==> config.mk <==
export PLATFORM = sky130hd
export DESIGN_NAME = iiitb_plifo_flat
export DESIGN_NICKNAME = d
export VERILOG_FILES = /design/src/rtl/iiitb_plifo_if.sv /design/src/rtl/iiitb_plifo.sv /design/src/flat_wrapper.sv
export SDC_FILE = /design/constraint.sdc
export NUM_CORES = 1
export LEC_CHECK = 0
export BUFFER_PORTS_ARGS = -buffer_cell sky130_fd_sc_hd__buf_2
export CORE_ASPECT_RATIO = 0.75
export CORE_MARGIN = 5
export CORE_UTILIZATION = 30
export DETAILED_ROUTE_END_ITERATION = 7
export GPL_TIMING_DRIVEN = 0
export REMOVE_ABC_BUFFERS = 1
export SYNTH_ARGS = -nofsm -noshare
export SYNTH_HDL_FRONTEND = slang
export SYNTH_SLANG_ARGS = --single-unit
==> constraint.sdc <==
create_clock -name Clk -period 2.4 [get_ports Clk]
set_input_delay 0.48 -clock Clk [delete_from_list [all_inputs] [get_ports Clk]]
set_output_delay 0.48 -clock Clk [all_outputs]
set_load 0.05 [all_outputs]
==> src/rtl/iiitb_plifo_if.sv <==
// rtl/iiitb_plifo_if.sv - producer/consumer bundle for the parametrised LIFO
interface iiitb_plifo_if #(
  parameter int DATA_W = 4,
  parameter int DEPTH  = 8
);
  localparam int CNT_W = $clog2(DEPTH + 1);

  logic              EN;
  logic              push;
  logic              pop;
  logic              clr_err;
  logic [DATA_W-1:0] dataIn;
  logic [DATA_W-1:0] dataOut;
  logic              dataValid;
  logic [DATA_W-1:0] top;
  logic [CNT_W-1:0]  count;
  logic              EMPTY;
  logic              FULL;
  logic              ALMOST_FULL;
  logic              OVF;
  logic              UDF;

  modport master (
    output EN, push, pop, clr_err, dataIn,
    input  dataOut, dataValid, top, count, EMPTY, FULL, ALMOST_FULL, OVF, UDF
  );

  modport slave (
    input  EN, push, pop, clr_err, dataIn,
    output dataOut, dataValid, top, count, EMPTY, FULL, ALMOST_FULL, OVF, UDF
  );
endinterface

==> src/rtl/iiitb_plifo.sv <==
// rtl/iiitb_plifo.sv - parametrised LIFO with replace-top, occupancy and sticky errors
module iiitb_plifo #(
  parameter int DATA_W   = 4,
  parameter int DEPTH    = 8,
  parameter int AF_LEVEL = 6
) (
  input  logic         Clk,
  input  logic         Rst,
  iiitb_plifo_if.slave bus
);
  localparam int CNT_W = $clog2(DEPTH + 1);
  localparam int AW    = (DEPTH > 1) ? $clog2(DEPTH) : 1;
  localparam logic [CNT_W-1:0] FULL_CNT = CNT_W'(DEPTH);
  localparam logic [CNT_W-1:0] AF_CNT   = CNT_W'(AF_LEVEL);

  logic [DATA_W-1:0] mem [DEPTH];
  logic [CNT_W-1:0]  count_q;
  logic [DATA_W-1:0] data_out_q;
  logic              data_valid_q;
  logic              ovf_q;
  logic              udf_q;

  logic              empty;
  logic              full;
  logic              pop_ok;
  logic              push_new;
  logic              dec;
  logic              wr_en;
  logic [AW-1:0]     top_idx;
  logic [AW-1:0]     wr_addr;
  logic [DATA_W-1:0] top_word;
  logic              ovf_set;
  logic              udf_set;

  always_comb begin
    empty    = (count_q == '0);
    full     = (count_q == FULL_CNT);
    top_idx  = AW'(count_q - 1'b1);
    top_word = mem[top_idx];
    pop_ok   = bus.EN & bus.pop & ~empty;
    // push+pop on an empty stack still grows it by one; otherwise push+pop is a replace
    push_new = bus.EN & bus.push & ~full & ~pop_ok;
    dec      = pop_ok & ~bus.push;
    wr_en    = bus.EN & bus.push & (pop_ok | ~full);
    wr_addr  = pop_ok ? top_idx : AW'(count_q);
    ovf_set  = bus.EN & bus.push & ~bus.pop & full;
    udf_set  = bus.EN & bus.pop & empty;
  end

  always_ff @(posedge Clk) begin
    if (wr_en) begin
      mem[wr_addr] <= bus.dataIn;
    end
  end

  always_ff @(posedge Clk or posedge Rst) begin
    if (Rst) begin
      count_q      <= '0;
      data_out_q   <= '0;
      data_valid_q <= 1'b0;
    end else begin
      data_valid_q <= pop_ok;
      if (pop_ok) begin
        data_out_q <= top_word;
      end
      if (push_new) begin
        count_q <= count_q + 1'b1;
      end else if (dec) begin
        count_q <= count_q - 1'b1;
      end
    end
  end

  // Error flags: a same-cycle error event beats clr_err
  always_ff @(posedge Clk or posedge Rst) begin
    if (Rst) begin
      ovf_q <= 1'b0;
      udf_q <= 1'b0;
    end else begin
      if (ovf_set) begin
        ovf_q <= 1'b1;
      end else if (bus.clr_err) begin
        ovf_q <= 1'b0;
      end
      if (udf_set) begin
        udf_q <= 1'b1;
      end else if (bus.clr_err) begin
        udf_q <= 1'b0;
      end
    end
  end

  assign bus.dataOut     = data_out_q;
  assign bus.dataValid   = data_valid_q;
  assign bus.count       = count_q;
  assign bus.top         = empty ? '0 : top_word;
  assign bus.EMPTY       = empty;
  assign bus.FULL        = full;
  assign bus.ALMOST_FULL = (count_q >= AF_CNT);
  assign bus.OVF         = ovf_q;
  assign bus.UDF         = udf_q;
endmodule
==> src/flat_wrapper.sv <==
// flat-port wrapper written by rule: the top's interface ports become plain ports
module iiitb_plifo_flat 
#(
  parameter int DATA_W   = 4,
  parameter int DEPTH    = 8,
  parameter int AF_LEVEL = 6
)
  (Clk, Rst, bus_EN, bus_push, bus_pop, bus_clr_err, bus_dataIn, bus_dataOut, bus_dataValid, bus_top, bus_count, bus_EMPTY, bus_FULL, bus_ALMOST_FULL, bus_OVF, bus_UDF);
  iiitb_plifo_if #(.DATA_W(DATA_W), .DEPTH(DEPTH)) bus_i ();
  input  logic Clk;
  input  logic Rst;
  input wire logic [$bits(bus_i.EN)-1:0] bus_EN;
  input wire logic [$bits(bus_i.push)-1:0] bus_push;
  input wire logic [$bits(bus_i.pop)-1:0] bus_pop;
  input wire logic [$bits(bus_i.clr_err)-1:0] bus_clr_err;
  input wire logic [$bits(bus_i.dataIn)-1:0] bus_dataIn;
  output wire logic [$bits(bus_i.dataOut)-1:0] bus_dataOut;
  output wire logic [$bits(bus_i.dataValid)-1:0] bus_dataValid;
  output wire logic [$bits(bus_i.top)-1:0] bus_top;
  output wire logic [$bits(bus_i.count)-1:0] bus_count;
  output wire logic [$bits(bus_i.EMPTY)-1:0] bus_EMPTY;
  output wire logic [$bits(bus_i.FULL)-1:0] bus_FULL;
  output wire logic [$bits(bus_i.ALMOST_FULL)-1:0] bus_ALMOST_FULL;
  output wire logic [$bits(bus_i.OVF)-1:0] bus_OVF;
  output wire logic [$bits(bus_i.UDF)-1:0] bus_UDF;
  assign bus_i.EN = bus_EN;
  assign bus_i.push = bus_push;
  assign bus_i.pop = bus_pop;
  assign bus_i.clr_err = bus_clr_err;
  assign bus_i.dataIn = bus_dataIn;
  assign bus_dataOut = bus_i.dataOut;
  assign bus_dataValid = bus_i.dataValid;
  assign bus_top = bus_i.top;
  assign bus_count = bus_i.count;
  assign bus_EMPTY = bus_i.EMPTY;
  assign bus_FULL = bus_i.FULL;
  assign bus_ALMOST_FULL = bus_i.ALMOST_FULL;
  assign bus_OVF = bus_i.OVF;
  assign bus_UDF = bus_i.UDF;
  iiitb_plifo #(.DATA_W(DATA_W), .DEPTH(DEPTH), .AF_LEVEL(AF_LEVEL)) u_core (.Clk(Clk), .Rst(Rst), .bus(bus_i));
endmodule
# Word level (Yosys, flattened, before mapping)
# Memory sizes are Yosys's and may differ from the RTL's.
# Cells that the tools add are included.
# word_totals
ff_bits	11
ramBits	32
word_cells	39
memories	1
# memory_table
name	depth	width	rd	rd_clocked_by_memory_dff	wr	line	text
u_core.mem	8	4	1	0	1	iiitb_plifo.sv:16	logic [DATA_W-1:0] mem [DEPTH];
# op_classes
n_addsub	2
n_lt_le_gt_ge	1
eq_ne	1
mux	9
n_bitwise	16
n_reduce_logical	4
# ops
operator	n
4-bit two-way mux	3
1-bit AND	10
2-bit nonzero test	3
1-bit two-way mux	5
1-bit NOT	5
4-bit by 1-bit adder with 4-bit output (second input constant)	1
4-bit == test (second input constant)	1
4-bit by 3-bit greater-or-equal comparator with 1-bit output (second input constant)	1
4-bit zero test	1
4-bit by 1-bit subtractor with 4-bit output (second input constant)	1
3-bit two-way mux	1
1-bit bitwise OR	1

# Logic depth before layout (Yosys ltp)
# depth
ltp_word	7
depth_mapped	10
ltp_nobuf	7

# Worst setup path after synthesis
# Ideal clock, no wire load.
# synth_path
path_type	flip-flop to output port
start	register u_core.count_q[0], in the netlist u_core.bus.count[0]
end	output bus_top[0]
t_arrival_ns	2.743
required_time_ns	1.920
slack_ns	-0.823
path_stages_with_launch	11
path_buffers	4
cell_sequence	dfrtp_1 buf_2 inv_1 clkbuf_1 ha_1 buf_2 buf_4 mux2i_1 nand3_1 nand4_1 nor2_1
# synth_via
elab_chain_len	3
# synth_rtl
element	line	text
start: declaration	iiitb_plifo.sv:17	logic [CNT_W-1:0] count_q;
start signal: assignment	iiitb_plifo.sv:67	count_q <= count_q + 1'b1;
start signal: assignment	iiitb_plifo.sv:69	count_q <= count_q - 1'b1;
4-bit by 1-bit subtractor with 4-bit output	iiitb_plifo.sv:38	top_idx = AW'(count_q - 1'b1);
memory 8 x 4 bit	--	
4-bit two-way mux *	iiitb_plifo.sv:96	assign bus.top = empty ? '0 : top_word;
end: declaration	flat_wrapper.sv:19	output wire logic [$bits(bus_i.top)-1:0] bus_top;
# Every way passes the cells marked *; elsewhere a longest branch is shown, timed or not.

# Worst setup path in the final report
# layout_path
start	register u_core.count_q[0], in the netlist u_core.bus.count[0]
end	output bus_top[3]
# Same word-level chain as after synthesis.

==> reports/summary.log <==
INFO  logic_synthesis synth-main-ff-cell=edfxtp_1
INFO  clocking       cts_hold_repair.buffers=0
INFO  clocking       tritoncts_num_sinks=43
INFO  clocking       cts-buffers-inserted=5
INFO  die            fp.dieArea=8670squm
INFO  grt            grt_start_max_net_pins=14
INFO  flow_run       drv.max_cap_violation_count=0
INFO  drt            antenna_left=0
INFO  logic_synthesis synth.distinct_cells=44
INFO  grt            antenna_found_initial=0
INFO  logic_synthesis synth_cells=168
INFO  drt            drt_iter0_markers=83
INFO  setup_path     crit_required=1.92ns
INFO  drt            viasPerCell=4.96
INFO  setup_path     r2r_cells=6
INFO  grt            grtUsageTotal=11.5%
INFO  place          buffers_on_ports=27
INFO  timing         clock.fmax=0.397GHz
INFO  logic_synthesis post-synth-top-area-fraction=46.5%
INFO  logic_synthesis syn_area=2070squm
INFO  logic_synthesis synth_top_cells_by_area=edfxtp_1, dfrtp_1, mux2i_1, nand3_1, nor2_1
INFO  clocking       cts.clk_slew.worst_paths=0.08ns
INFO  setup_path     setup.worst_path.end=bus_top[3]
INFO  timing         drv_slew=0
INFO  die            width_of_the_die=106um
INFO  setup_path     timing.setup.critical_path_class=reg -> out
INFO  outcome        failed_checks=negative setup slack
INFO  die            initial_core_util=30.6%
INFO  setup_path     cp.arrival=2.04ns
INFO  timing         timing.final.setup_violations=4
INFO  final_layout   finalCoreUtilization=37.8%
INFO  hold_path      hold_path.class=in -> async
INFO  timing         fin_skew=0.0115ns
INFO  clocking       ctsLongestPathBuffers=2
INFO  place          hpwlAfterDp=3260um
INFO  logic_synthesis flops_latches_synth=43
INFO  clocking       clock_tree.root_cell=clkbuf_8
INFO  logic_synthesis synth_common_cells=edfxtp_1, nand3_1, mux2i_1
INFO  final_layout   layout_overhead_on_the_synthesized_area=23.8%
INFO  grt            first_global_vias=1388
INFO  logic_synthesis synth.largest_area_cell=edfxtp_1
INFO  drt            wl_per_cell=16.3um
INFO  timing         final.period_utilization=105%
INFO  outcome        result_of_the_run=complete, but fails checks
INFO  logic_synthesis leading_cell_type_by_number_of_instances_after_synthesis=edfxtp_1
INFO  final_layout   nets=218
INFO  die            placement_rows=26
INFO  grt            grt_overflow=0
INFO  logic_synthesis synth-seq-area-share=59.8%
INFO  timing         setup_ws=-0.120ns
INFO  grt            grt_pass1_wl=7480um
INFO  place          gp_routability_congestion=0.823
INFO  logic_synthesis asyncSetResetFlopFracSynth=25.6%
INFO  setup_path     reg2reg_to=u_core.mem[3][1]
INFO  timing         fin_crit=2.52ns
INFO  drt            vias=1438
INFO  drt            drt_first_pass_iters=6
INFO  logic_synthesis avgSynthCellArea=12.3squm
INFO  setup_path     timing.reg2reg.setup_slack=0.15ns
INFO  drt            drt_wl_total=4730um
INFO  final_layout   n_antenna_cell=0
INFO  timing         hold_viol_final=0
INFO  setup_path     first_element_of_the_critical_path=u_core.bus.count[0]
INFO  die            die_y=81.9um
INFO  die            core_region_area=6770squm
INFO  clocking       tritoncts_clock_tree=built
INFO  setup_path     worstPathMaxFanout=7
INFO  drt            post-route-drc-count=0
INFO  logic_synthesis synth-edff-count=32
INFO  timing         relative_slew_margins=65.2%
INFO  setup_path     worstSetupEndpointType=primary output
INFO  logic_synthesis synthesis.yosys.warnings=0
INFO  final_layout   layout_cell_share_with_drive_strength_beyond_1=36.9%
INFO  clocking       cts-htree-levels=2
INFO  setup_path     worstReg2RegStart=u_core.bus.count[0]
INFO  timing         grt_setup_unrepaired=true
INFO  die            ios=28
INFO  clocking       clock_insertion_delay_worst_skew=0.30ns
INFO  timing         max_slew.worst_pin.slew=0.521ns
INFO  setup_path     crit_path_start_kind=flip-flop
==> cell families (layout without fill, tap and decap cells) <==
| family | count (synthesis) | count (layout) | share of synthesized area [%] |
|---|---|---|---|
| multiplexers | 16 | 16 | 7.74 |
| adder cells (fa/ha/maj) | 3 | 3 | 1.82 |
| AND/OR/NAND/NOR | 59 | 59 | 15.3 |
| AO/OA/AOI/OAI | 23 | 23 | 7.87 |
| flip-flops | 43 | 43 | 59.8 |
| buffers and inverters | 18 | 56 | 4.96 |
| XOR/XNOR | 6 | 6 | 2.54 |
==> cell usage in the layout (no fill, tap or decap), types with 2 or more instances in the layout <==
| cell | synthesis | layout |
|---|---|---|
| a31oi_1 | 6 | 6 |
| buf_2 | 6 | 22 |
| buf_4 | 2 | 11 |
| buf_6 | 2 | 8 |
| clkbuf_8 | 0 | 5 |
| clkinvlp_4 | 0 | 2 |
| dfrtp_1 | 11 | 9 |
| edfxtp_1 | 32 | 32 |
| ha_1 | 3 | 2 |
| inv_1 | 5 | 4 |
| mux2i_1 | 16 | 10 |
| mux2i_2 | 0 | 6 |
| nand2_1 | 7 | 7 |
| nand2b_1 | 2 | 2 |
| nand3_1 | 17 | 17 |
| nand4_1 | 4 | 4 |
| nor2_1 | 13 | 5 |
| nor2_2 | 0 | 8 |
| nor4_1 | 3 | 3 |
| o21ai_0 | 6 | 6 |
| xnor2_1 | 5 | 4 |
==> metal layers <==
layer	global-route usage, %	routed length (um)
met2	16.0	1980
met4	4.27	69
met1	16.9	2530
met5	0	0
met3	3.38	155
==> how the worst min path moves through the flow <==
stage / endpoint / start / cells after the start / slack, ns
4_1_cts: u_core.bus.count[2] / Rst / 2 / 0.20
5_1_grt: u_core.bus.count[3] / Rst / 2 / 0.22
3_5_place_dp: u_core.bus.dataOut[2] / u_core.bus.dataOut[2] / 2 / 0.48
6_report: u_core.bus.count[2] / Rst / 2 / 0.18
2_1_floorplan: u_core.bus.OVF / Rst / 1 / 0.33
3_3_place_gp: u_core.bus.dataOut[2] / u_core.bus.dataOut[2] / 2 / 0.46
==> critical path, stage by stage (launching register included) <==
cell	delay [ns]
dfrtp_4	0.43
clkinvlp_4	0.12
ha_4	0.36
buf_4	0.13
mux2i_1	0.22
nand3_1	0.10
nand4_1	0.16
nor2_1	0.07
buf_6	0.15
==> cell type report <==
type                    count  area [sq um]
clock inverters             2          12.5
well taps                  84           105
inverters                   6          31.3
multi-input cells         107           800
fillers                   684          4210
repair buffers             42           298
clock buffers               6          72.6
flip-flops and latches     43          1240
==> sequential cells by signal (all words and copies together) (netlist names) <==
| register | flops |
|---|---|
| u_core.bus.OVF | 1 |
| u_core.bus.UDF | 1 |
| u_core.bus.count | 4 |
| u_core.bus.dataOut | 4 |
| u_core.bus.dataValid | 1 |
| u_core.mem | 32 |
==> repair_timing <==
action,in CTS,in global routing
setup buffers,13,2
endpoints found under the setup margin,46,30
pin swaps,8,8
gates resized for setup,24,14
==> per-stage QoR <==
step / setup TNS [ns] / instances / hold WS (ns) / cell area [sq um] / setup WS [ns]
4_1_cts: -0.415 / 288 / 0.195 / 2510 / -0.110
6_report: -0.442 / 290 / 0.182 / 2560 / -0.120
3_5_place_dp: -36.28 / 267 / 0.477 / 2230 / -1.29
2_1_floorplan: -27.45 / 156 / 0.332 / 1990 / -1.26
3_3_place_gp: -34.02 / 267 / 0.460 / 2230 / -1.27
5_1_grt: -0.866 / 290 / 0.215 / 2560 / -0.228
Power is left out: the tool's default activity adds up to more than one toggle a clock period on the data nets, which glitch-free logic cannot reach.
